$ cat src/rtl/seq_sign_shifter.sv
// Multi-cycle shifter: SLL, SRL, SRA and sign-preserving SLL, one bit per clock.
// Optional SIGN_SHIFT_OVF_EN adds a sticky ovf flag for the sign-preserving shift.
module seq_sign_shifter #(
    parameter int WIDTH = 32,
    parameter int SHW   = 5
) (
    input  logic             clk,
    input  logic             rst_n,
    input  logic             flush,
    input  logic             in_valid,
    output logic             in_ready,
    input  logic [WIDTH-1:0] in_data,
    input  logic [SHW-1:0]   in_shamt,
    input  logic [1:0]       in_mode,
    output logic             out_valid,
    input  logic             out_ready,
`ifdef SIGN_SHIFT_OVF_EN
    output logic             ovf,
`endif
    output logic [WIDTH-1:0] out_data
);

    localparam logic [1:0] IDLE  = 2'd0;
    localparam logic [1:0] SHIFT = 2'd1;
    localparam logic [1:0] DONE  = 2'd2;

    localparam logic [1:0] MODE_SLL  = 2'b00;
    localparam logic [1:0] MODE_SRL  = 2'b01;
    localparam logic [1:0] MODE_SRA  = 2'b10;
    localparam logic [1:0] MODE_SLLS = 2'b11;

    logic [1:0]       state;
    logic [1:0]       mode;
    logic [SHW-1:0]   cnt;
    logic [WIDTH-1:0] data;
    logic [WIDTH-1:0] shifted;

    assign in_ready  = (state == IDLE);
    assign out_valid = (state == DONE);
    assign out_data  = data;

    always_comb begin
        shifted = data;
        case (mode)
            MODE_SLL:  shifted = {data[WIDTH-2:0], 1'b0};
            MODE_SRL:  shifted = {1'b0, data[WIDTH-1:1]};
            MODE_SRA:  shifted = {data[WIDTH-1], data[WIDTH-1:1]};
            // Sign held in place; bit W-2 falls off the top of the magnitude.
            MODE_SLLS: shifted = {data[WIDTH-1], data[WIDTH-3:0], 1'b0};
            default:   shifted = data;
        endcase
    end

    always_ff @(posedge clk or negedge rst_n) begin
        if (!rst_n) begin
            state <= IDLE;
            mode  <= MODE_SLL;
            cnt   <= '0;
            data  <= '0;
        end else if (flush) begin
            state <= IDLE;
            cnt   <= '0;
        end else begin
            case (state)
                IDLE: begin
                    if (in_valid) begin
                        data  <= in_data;
                        mode  <= in_mode;
                        cnt   <= in_shamt;
                        state <= (in_shamt == '0) ? DONE : SHIFT;
                    end
                end
                SHIFT: begin
                    data <= shifted;
                    cnt  <= cnt - SHW'(1);
                    if (cnt == SHW'(1)) state <= DONE;
                end
                DONE: begin
                    if (out_ready) state <= IDLE;
                end
                default: state <= IDLE;
            endcase
        end
    end

`ifdef SIGN_SHIFT_OVF_EN
    always_ff @(posedge clk or negedge rst_n) begin
        if (!rst_n) begin
            ovf <= 1'b0;
        end else if (flush) begin
            ovf <= 1'b0;
        end else if (state == IDLE && in_valid) begin
            ovf <= 1'b0;
        end else if (state == SHIFT && mode == MODE_SLLS) begin
            if (data[WIDTH-2] != data[WIDTH-1]) ovf <= 1'b1;
        end
    end
`endif

endmodule

$ cat config.mk
export PLATFORM = sky130hd
export DESIGN_NAME = seq_sign_shifter
export DESIGN_NICKNAME = d
export VERILOG_FILES = /design/src/rtl/seq_sign_shifter.sv
export SDC_FILE = /design/constraint.sdc
export NUM_CORES = 1
export LEC_CHECK = 0
export ABC_AREA = 1
export CAP_MARGIN = 20
export CORE_ASPECT_RATIO = 0.6
export CORE_UTILIZATION = 45
export DETAILED_ROUTE_END_ITERATION = 8
export MAX_ROUTING_LAYER = met4
export PLACE_DENSITY = 0.76
export SKIP_CTS_REPAIR_TIMING = 1
export SYNTH_ARGS = -nofsm -noshare
export SYNTH_HDL_FRONTEND = slang
export SYNTH_SLANG_ARGS = --single-unit
export TNS_END_PERCENT = 1
$ cat constraint.sdc
create_clock -name clk -period 1.35 [get_ports clk]
set_input_delay 0.27 -clock clk [delete_from_list [all_inputs] [get_ports clk]]
set_output_delay 0.27 -clock clk [all_outputs]
set_load 0.02 [all_outputs]
==> run metrics, run 1 <==
Worst EP required 1.59 ns; Skew-Pair Late Insertion Delay 0.31 ns; initial drt markers 130; Die W between 100 and 150 um; post-layout util 69.5%; core footprint around 0.0057 mm^2; vias in the first global route roughly 2700; CP startpoint state[1]; most frequent cells in the layout nor2_1 (92), inv_1 (75), nand3_1 (69), nand2_1 (56), clkdlybuf4s50_1 (42); initial core utilization 47.8%; fillers 500; Clk Tree Root Cell clkbuf_8; FMAX 718 MHz; Clock power frac 9.9%; r2r worst-path depth 7; sequential area share after synthesis between 30% and 40%; Avg Inst Size Synth approximately 6.4 um^2; RSZ-0062 raised after global routing yes; GRT overflow 0; share of cells above drive strength 1 10.4%; post-synthesis cell area 0.00273 mm^2; largest net degree at the start of global routing 42; switching part of the total power between 40% and 50%; vias per inst 5.00; Area Growth Syn to Fin 45.5%; CTS H-tree lvls 2; DR pass1 iterations 4; clk buf depth 2; Lkg Pwr 2.16 nW; n_diodes 0; Die Y 62.3 um; wire per inst ~13 um; overall routing resource usage 26.0%; P_sw 4.49 mW; period utilisation layout 103%; total power 9.30 mW; CP startpoint kind flip-flop; TNS Setup -0.115 ns; FF+latch count, synth 41; reg2reg start state[1]; row count 21; crit end category flip-flop; CTS sink count 41; Finished Layout Cells 591; Int Power 4.81 mW; clock skew 0.00413 ns; final instance area between 0.003 and 0.004 mm^2; critical setup path kind reg -> reg; Routed Antenna Nets 0; # IOs 78; worst slew pin tran 0.246 ns; Slew Limit Fails 0; r2r setup slk -0.04 ns; global-route wire length before repair 12.6 mm; CTS tree yes; # nets final 556; DP Area 0.00371 mm^2; Syn Nets 473; RR Endpoint out_data[31]; CTS Buf Count 5; Comb pwr share 64.6%; post-route minimum period 1.39 ns; Inst Count DP 582; Final Hold Viols 0; Hold WS 0.470 ns; vias post-DR 2956; CP max FO 33; outcome finished with violations; maxcap violations 0; Final WS setup -0.0436 ns; HPWL Detailed 5.54 mm; DRC viols 0; worst vdd rail ir drop ~1.1 mV; die area 0.00638 mm^2; Distinct cells, synth 21; violated checks negative setup slack; Mapped Cells 427; PortBufs just under 80; critical path arrival 1.63 ns; DRT Wirelength around 7.8 mm; Seq pwr share 25.5%; Placement Setup Slack -0.251 ns; antenna violations before repair 0; Final GP Congestion about 0.84; Reg clk slew, reported paths 0.08 ns; most common cell after layout, fill and taps aside nor2_1; synth warn 0; Final setup viols 8; PD cells 2350 mW/mm^2; Rel. slew slack 83.6%; Tightest Hold Check Type in -> async
==> layer usage <==
| layer | up-vias | wire length, um | track usage [%] |
|---|---|---|---|
| met1 | 1349 | 3830 | 37.2 |
| met3 | 9 | 508 | 4.84 |
| met4 | 0 | 67 | 6.79 |
| met2 | 115 | 3380 | 37.7 |
| met5 | - | 0 | - |
| li1 | 1483 | - | - |
==> power groups by stage <==
stage / Sequential, mW / Combinational (mW) / Clock, mW
4_1_cts: 2.34 / 5.95 / 0.927
3_3_place_gp: 2.34 / 5.78 / 0
5_1_grt: 2.44 / 6.59 / 0.985
6_report: 2.37 / 6.01 / 0.921
3_5_place_dp: 2.35 / 5.92 / 0
2_1_floorplan: 2.82 / 3.11 / 0
==> worst max-delay path by stage <==
stage	end	cells past startpoint	slack, ns
final	out_data[31]	7	-0.04
after global routing	out_data[31]	7	-0.15
after CTS	out_valid	3	-0.48
after detailed placement	out_data[17]	7	-0.25
after global placement	out_data[4]	7	-0.20
after floorplan	out_data[0]	7	0.05
==> Yosys cell counts, drive strengths merged <==
cell / number / area share, %
o22ai: 1 / 0.23
inv: 77 / 11
a21oi: 36 / 6.6
nand4: 3 / 0.69
nand3b: 1 / 0.28
nand2: 58 / 8.4
buf: 18 / 4.8
dfrtp: 41 / 38
ha: 2 / 0.92
nor2: 107 / 15
o21ai: 8 / 1.5
o211ai: 1 / 0.28
clkbuf: 5 / 0.69
nand3: 69 / 13
==> sequential cells by signal, indices dropped and copies added (netlist names) <==
name and cells:
mode 2, out_data 32, cnt 5, state 2
==> cells by family after synthesis <==
kind of cell / count (synthesis) / share of synthesized area (%)
buffers and inverters: 100 / 16.1
DFF: 41 / 37.6
and+or+nand+nor: 238 / 36.7
adders and majority gates: 2 / 0.918
AOI/OAI and AO/OA: 46 / 8.59
==> critical path, stage by stage, from the launching register on <==
cell and delay, ns:
dfrtp_1 0.44, buf_6 0.15, nor2_4 0.18, buf_12 0.22, nand2_1 0.07, o21ai_1 0.12
nand2_1 0.07, o21ai_1 0.07
==> cell type report <==
class,count,area [um^2],share of cell area (%)
clock buffer,7,96.3,2.43
clock inverter,1,5.00,0.126
inverter,77,292,7.35
multi-input combinational,286,1330,33.5
sequential,41,1030,25.9
tap,80,100,2.53
timing repair buffer,99,1120,28.2
Power figures use the tool's default switching activity.
==> inputs of run 2 (changes only) <==
--- a/config.mk
+++ b/config.mk
@@ -10,6 +10,7 @@
 export CORE_ASPECT_RATIO = 0.6
 export CORE_UTILIZATION = 45
 export DETAILED_ROUTE_END_ITERATION = 8
+export HOLD_SLACK_MARGIN = 0.05
 export MAX_ROUTING_LAYER = met4
 export PLACE_DENSITY = 0.76
 export SKIP_CTS_REPAIR_TIMING = 1
==> results of run 2 <==
Final layout, timing and power as in run 1 (identical DEF).
